`config.mk`:
```
export PLATFORM = sky130hd
export DESIGN_NAME = leaf_stream_packetizer_flat
export DESIGN_NICKNAME = d
export VERILOG_FILES = /design/src/rtl/leaf_stream_packetizer_if.sv /design/src/rtl/leaf_stream_packetizer.sv /design/src/flat_wrapper.sv
export SDC_FILE = /design/constraint.sdc
export NUM_CORES = 1
export LEC_CHECK = 0
export CAP_MARGIN = 10
export CORE_MARGIN = 5
export CORE_UTILIZATION = 35
export CTS_BUF_LIST = sky130_fd_sc_hd__clkbuf_4
export DETAILED_ROUTE_END_ITERATION = 8
export PLACE_DENSITY = 0.79
export SLEW_MARGIN = 0
export SYNTH_ARGS = -nofsm -noshare
export SYNTH_HDL_FRONTEND = slang
export SYNTH_SLANG_ARGS = --single-unit
```
`constraint.sdc`:
```
create_clock -name clk_bft -period 3.5 [get_ports clk_bft]
set_clock_uncertainty 0.05 [all_clocks]
set_input_delay 0.35 -clock clk_bft [delete_from_list [all_inputs] [get_ports clk_bft]]
set_output_delay 0.35 -clock clk_bft [all_outputs]
set_load 0.05 [all_outputs]
```
`src/rtl/leaf_stream_packetizer_if.sv`:
```
// Handshake and packet bundle between a user kernel, the BFT switch and the leaf packetizer.
// The master side is the packetizer itself; the slave side is its environment.
interface leaf_stream_packetizer_if #(
  parameter int PAYLOAD_BITS = 32,
  parameter int PACKET_BITS  = 49,
  parameter int CREDIT_BITS  = 8
);
  logic [PAYLOAD_BITS-1:0] din_leaf_user2interface;
  logic                    vld_user2interface;
  logic                    ack_interface2user;
  logic [PACKET_BITS-1:0]  din_leaf_bft2interface;
  logic [PACKET_BITS-1:0]  dout_leaf_interface2bft;
  logic                    tx_grant;
  logic [CREDIT_BITS-1:0]  credit_count;

  modport master (
    input  din_leaf_user2interface,
    input  vld_user2interface,
    output ack_interface2user,
    input  din_leaf_bft2interface,
    output dout_leaf_interface2bft,
    input  tx_grant,
    output credit_count
  );

  modport slave (
    output din_leaf_user2interface,
    output vld_user2interface,
    input  ack_interface2user,
    output din_leaf_bft2interface,
    input  dout_leaf_interface2bft,
    output tx_grant,
    input  credit_count
  );
endinterface

```
`src/rtl/leaf_stream_packetizer.sv`:
```
// Transmit half of a leaf BFT attachment: wraps user words into credit-gated packets addressed
// to a fixed (leaf, port) with a rolling BRAM write address; credits come back as update packets.
module leaf_stream_packetizer #(
  parameter int PACKET_BITS           = 49,
  parameter int PAYLOAD_BITS          = 32,
  parameter int NUM_LEAF_BITS         = 5,
  parameter int NUM_PORT_BITS         = 4,
  parameter int NUM_ADDR_BITS         = 7,
  parameter int NUM_BRAM_ADDR_BITS    = 7,
  parameter int FREESPACE_UPDATE_SIZE = 64,
  parameter int DEST_LEAF             = 0,
  parameter int DEST_PORT             = 1,
  parameter int SRC_PORT              = 1
) (
  input logic                      clk_bft,
  input logic                      reset,
  leaf_stream_packetizer_if.master bus
);

  localparam int CREDIT_BITS = NUM_BRAM_ADDR_BITS + 1;
  localparam int ADDR_LSB    = PAYLOAD_BITS;
  localparam int PORT_LSB    = ADDR_LSB + NUM_ADDR_BITS;
  localparam int LEAF_LSB    = PORT_LSB + NUM_PORT_BITS;
  localparam int VLD_BIT     = LEAF_LSB + NUM_LEAF_BITS;

  localparam logic [CREDIT_BITS:0]     CREDIT_MAX = (CREDIT_BITS+1)'(2**NUM_BRAM_ADDR_BITS);
  localparam logic [CREDIT_BITS:0]     CREDIT_INC = (CREDIT_BITS+1)'(FREESPACE_UPDATE_SIZE);
  localparam logic [NUM_LEAF_BITS-1:0] LEAF_ID    = NUM_LEAF_BITS'(DEST_LEAF);
  localparam logic [NUM_PORT_BITS-1:0] PORT_ID    = NUM_PORT_BITS'(DEST_PORT);
  localparam logic [NUM_PORT_BITS-1:0] SRC_ID     = NUM_PORT_BITS'(SRC_PORT);

  typedef enum logic [1:0] {
    S_IDLE,
    S_WAIT_CREDIT,
    S_SEND
  } state_t;

  state_t                   state_q, state_d;
  logic [PAYLOAD_BITS-1:0]  word_q;
  logic [NUM_ADDR_BITS-1:0] wr_addr_q;
  logic [CREDIT_BITS-1:0]   credit_q, credit_d;
  logic [CREDIT_BITS:0]     credit_sum;
  logic                     ack_q, ack_d;
  logic                     capture;
  logic                     grant_fire;
  logic                     update_hit;
  logic                     unused_din_bits;

  // A freespace update is a valid control packet (port 0) naming our source port in its payload.
  assign update_hit = bus.din_leaf_bft2interface[VLD_BIT]
                   && (bus.din_leaf_bft2interface[PORT_LSB +: NUM_PORT_BITS] == '0)
                   && (bus.din_leaf_bft2interface[NUM_PORT_BITS-1:0] == SRC_ID);

  assign unused_din_bits = ^{bus.din_leaf_bft2interface[VLD_BIT-1:LEAF_LSB],
                             bus.din_leaf_bft2interface[PORT_LSB-1:NUM_PORT_BITS]};

  always_comb begin
    // NOTE: every signal driven here gets a default first so no path can infer a latch.
    state_d    = state_q;
    ack_d      = 1'b0;
    capture    = 1'b0;
    grant_fire = 1'b0;
    unique case (state_q)
      S_IDLE: begin
        if (bus.vld_user2interface) begin
          capture = 1'b1;
          ack_d   = 1'b1;
          state_d = (credit_q != '0) ? S_SEND : S_WAIT_CREDIT;
        end
      end
      S_WAIT_CREDIT: begin
        if (credit_q != '0) state_d = S_SEND;
      end
      S_SEND: begin
        if (bus.tx_grant) begin
          grant_fire = 1'b1;
          state_d    = S_IDLE;
        end
      end
      default: state_d = S_IDLE;
    endcase
  end

  // Grant and update may land together; apply both, then clamp to the BRAM depth.
  always_comb begin
    credit_sum = {1'b0, credit_q};
    if (update_hit) credit_sum = credit_sum + CREDIT_INC;
    if (grant_fire) credit_sum = credit_sum - 1'b1;
    credit_d = (credit_sum > CREDIT_MAX) ? CREDIT_MAX[CREDIT_BITS-1:0]
                                         : credit_sum[CREDIT_BITS-1:0];
  end

  always_ff @(posedge clk_bft) begin
    // NOTE: state registers use non-blocking assignments so every flop samples pre-edge values.
    if (reset) begin
      state_q   <= S_IDLE;
      ack_q     <= 1'b0;
      wr_addr_q <= '0;
      credit_q  <= CREDIT_MAX[CREDIT_BITS-1:0];
    end else begin
      state_q  <= state_d;
      ack_q    <= ack_d;
      credit_q <= credit_d;
      if (grant_fire) wr_addr_q <= wr_addr_q + 1'b1;
    end
  end

  // NOTE: the held word is pure datapath; it is only observed in SEND, so it needs no reset.
  always_ff @(posedge clk_bft) begin
    if (capture) word_q <= bus.din_leaf_user2interface;
  end

  always_comb begin
    bus.dout_leaf_interface2bft = '0;
    if (state_q == S_SEND) begin
      bus.dout_leaf_interface2bft = {1'b1, LEAF_ID, PORT_ID, wr_addr_q, word_q};
    end
  end

  assign bus.ack_interface2user = ack_q;
  assign bus.credit_count       = credit_q;

endmodule
```
`src/flat_wrapper.sv`:
```
// flat-port wrapper written by rule: the top's interface ports become plain ports
module leaf_stream_packetizer_flat 
#(
  parameter int PACKET_BITS           = 49,
  parameter int PAYLOAD_BITS          = 32,
  parameter int NUM_LEAF_BITS         = 5,
  parameter int NUM_PORT_BITS         = 4,
  parameter int NUM_ADDR_BITS         = 7,
  parameter int NUM_BRAM_ADDR_BITS    = 7,
  parameter int FREESPACE_UPDATE_SIZE = 64,
  parameter int DEST_LEAF             = 0,
  parameter int DEST_PORT             = 1,
  parameter int SRC_PORT              = 1
)
  (clk_bft, reset, bus_din_leaf_user2interface, bus_vld_user2interface, bus_ack_interface2user, bus_din_leaf_bft2interface, bus_dout_leaf_interface2bft, bus_tx_grant, bus_credit_count);
  leaf_stream_packetizer_if #(.PAYLOAD_BITS(PAYLOAD_BITS), .PACKET_BITS(PACKET_BITS)) bus_i ();
  input logic clk_bft;
  input logic reset;
  input wire logic [$bits(bus_i.din_leaf_user2interface)-1:0] bus_din_leaf_user2interface;
  input wire logic [$bits(bus_i.vld_user2interface)-1:0] bus_vld_user2interface;
  output wire logic [$bits(bus_i.ack_interface2user)-1:0] bus_ack_interface2user;
  input wire logic [$bits(bus_i.din_leaf_bft2interface)-1:0] bus_din_leaf_bft2interface;
  output wire logic [$bits(bus_i.dout_leaf_interface2bft)-1:0] bus_dout_leaf_interface2bft;
  input wire logic [$bits(bus_i.tx_grant)-1:0] bus_tx_grant;
  output wire logic [$bits(bus_i.credit_count)-1:0] bus_credit_count;
  assign bus_i.din_leaf_user2interface = bus_din_leaf_user2interface;
  assign bus_i.vld_user2interface = bus_vld_user2interface;
  assign bus_ack_interface2user = bus_i.ack_interface2user;
  assign bus_i.din_leaf_bft2interface = bus_din_leaf_bft2interface;
  assign bus_dout_leaf_interface2bft = bus_i.dout_leaf_interface2bft;
  assign bus_i.tx_grant = bus_tx_grant;
  assign bus_credit_count = bus_i.credit_count;
  leaf_stream_packetizer #(.PACKET_BITS(PACKET_BITS), .PAYLOAD_BITS(PAYLOAD_BITS), .NUM_LEAF_BITS(NUM_LEAF_BITS), .NUM_PORT_BITS(NUM_PORT_BITS), .NUM_ADDR_BITS(NUM_ADDR_BITS), .NUM_BRAM_ADDR_BITS(NUM_BRAM_ADDR_BITS), .FREESPACE_UPDATE_SIZE(FREESPACE_UPDATE_SIZE), .DEST_LEAF(DEST_LEAF), .DEST_PORT(DEST_PORT), .SRC_PORT(SRC_PORT)) u_core (.clk_bft(clk_bft), .reset(reset), .bus(bus_i));
endmodule
```
==> metrics.txt <==
num rows=30; Total GRT Usage=0.123; post-cts resize count=0; Mapped Area=2360 um^2; CP Max Fanout=41; MaxCap Viol Count=0; global-route wire length before repair=8360 um; 1st-iter DRT viols=62; Seq. cell area=1320 um^2; pwr/cell area=416 nW/um^2; input/output buffers=94; drt via density=4.74; synth warn=0; flops & latches, synth=50; most frequent cells in the layout=clkdlybuf4s50_1 (94), and2_1 (39), edfxtp_1 (32); GRT Residual Overflow=0; DIE WIDTH=92.1 um; Longest Clk Path Bufs=2; CP Capture Type=output port; Peak Freq=0.371 GHz; Peak VDD IR=177 uV; HP Class=register to register; initial antenna violation count=0; First-pass DRT Iterations=4; vias after detailed routing=1821; Syn Inst Count=210; syn avg cell area=11.2 um^2; period utilisation layout=0.769; DRC Markers=0; share of post-route cells with drive strength above 1=0.0625; Sinks on Clock Net=50; Antenna Violating Nets Remaining=0; fillcell total=606; Tmin final=2.69 ns; ANT cells=0; largest net degree at the start of global routing=42; critical path class=register to output port; clock-pin transition on the worst setup and hold timing paths=0.13 ns; register area share after synthesis=0.560; top cells by area, synth=edfxtp_1 (41%), dfxtp_1 (15%), and2_1 (10%), buf_4 (2.9%), xnor2_1 (2.6%); die area=8480 um^2; number of post-CTS setup repair buffers=0; Req. time, crit path=3.10 ns; # IOs=143; Arrival @ worst endpoint=2.29 ns; CTS buffer count=5; share of the synthesized area in the top cell type=0.407; drt wl/cell=14.0 um; max_slew headroom=0.601; status=completed; worst skew pair latency=0.35 ns; total chip power=1.42 mW; area of the multi-input gates=935 um^2; cts hold-fix bufs=0; crit path launch type=register; Placer Congestion=0.800; commonest non-fill, non-tap cell in the layout=clkdlybuf4s50_1; synth unique cells=41; HPWL after DPL=4130 um; unrepaired setup endpoints after global routing=false; H-tree Lvls=2; synth-to-layout area growth=44.9%; initial core utilization=0.353; Final Net Count=392; WL final=5370 um; Final Setup Violations=0; Final Max Slew Viols=0; clock root buffer=clkbuf_4; Core Region=6680 um^2; Leak=1.21 nW; TNS Setup=0 ns; Die Ht=92.1 um; Slew @ Worst Pin=0.598 ns; Final Hold Viols=0; CTS tree=yes; vias in the first global route=1779; Yosys top cell by area=edfxtp_1
[worst paths after layout]
path	startpoint	to	slack (ns)	cells after the start
worst max-delay path	u_core.state_q[1]	bus_dout_leaf_interface2bft[20]	0.81	4
worst min-delay path	u_core.wr_addr_q[1]	u_core.wr_addr_q[1]	0.46	2
worst max register to register	u_core.bus.credit_count[6]	u_core.bus.credit_count[7]	1.05	7
worst min register to register	u_core.wr_addr_q[1]	u_core.wr_addr_q[1]	0.46	2
[synthesized netlist by cell type, drive strengths merged]
cell / count
a211o: 1
a211oi: 3
a21oi: 4
a22oi: 1
a31o: 1
a41oi: 1
and2: 39
and3: 2
and3b: 1
and4: 1
and4b: 1
buf: 13
clkbuf: 5
conb: 1
dfxtp: 18
edfxtp: 32
ha: 4
inv: 5
mux2i: 1
nand2: 8
nand3: 3
nand3b: 2
nand4: 8
nor2: 15
nor2b: 4
nor3: 4
nor3b: 3
nor4: 6
o211ai: 2
o21ai: 2
o31a: 1
or2: 2
or3b: 1
or4b: 1
xnor2: 7
xor2: 7
[power by group]
group / switching (mW) / internal [mW] / total [mW]
Sequential: 0.0186 / 0.670 / 0.688
Clock: 0.183 / 0.152 / 0.335
Combinational: 0.247 / 0.151 / 0.398
Total: 0.449 / 0.973 / 1.42
[cells by family (layout without fill, tap and decap cells)]
| group | count (synthesis) | after routing | synth area share |
|---|---|---|---|
| compound gates | 16 | 16 | 0.0483 |
| xor+xnor | 14 | 14 | 0.0520 |
| fa+ha+maj | 4 | 4 | 0.0212 |
| buf+inv | 23 | 110 | 0.0583 |
| flops | 50 | 50 | 0.560 |
| mux | 1 | 1 | 0.00583 |
| other cells | 1 | 8 | 0.00159 |
| simple gates | 101 | 101 | 0.253 |
[sequential cells by signal, summed over array words and instances (netlist names)]
signal	flops
u_core.bus.ack_interface2user	1
u_core.bus.credit_count	8
u_core.word_q	32
u_core.state_q	2
u_core.wr_addr_q	7
[metal layers]
| layer | part of all wire | GRT usage |
|---|---|---|
| met5 | 0 | 0 |
| met4 | 0.0028 | 0.0309 |
| met3 | 0.058 | 0.0254 |
| met2 | 0.52 | 0.223 |
| met1 | 0.42 | 0.149 |
[worst max-delay path, cell delays in order, from the launching register on]
cell and delay, ns:
dfxtp_1 0.45, nor2b_2 0.19, buf_4 0.30, and2_1 0.18, clkdlybuf4s50_1 0.81
[area by class of cell]
cell class                 instances  area share
sequential                        50       0.386
clock inverter                     3      0.0128
tap                               80      0.0293
inverter                           5     0.00549
timing repair buffer              97       0.282
multi-input combinational        144       0.273
clock buffer                       5      0.0110
[stage by stage]
step / hold slack (ns) / cell area, um^2 / cells / util / setup WS, ns
global route: 0.441 / 3420 / 384 / 0.512 / 0.677
global placement: 0.425 / 3340 / 376 / 0.500 / 0.969
floorplan: 0.399 / 2390 / 217 / - / 0.210
finish: 0.458 / 3420 / 384 / 0.512 / 0.808
detailed placement: 0.435 / 3340 / 376 / 0.500 / 0.954
CTS: 0.455 / 3420 / 384 / 0.512 / 0.751
No activity file was read; power rests on OpenSTA's default activity.
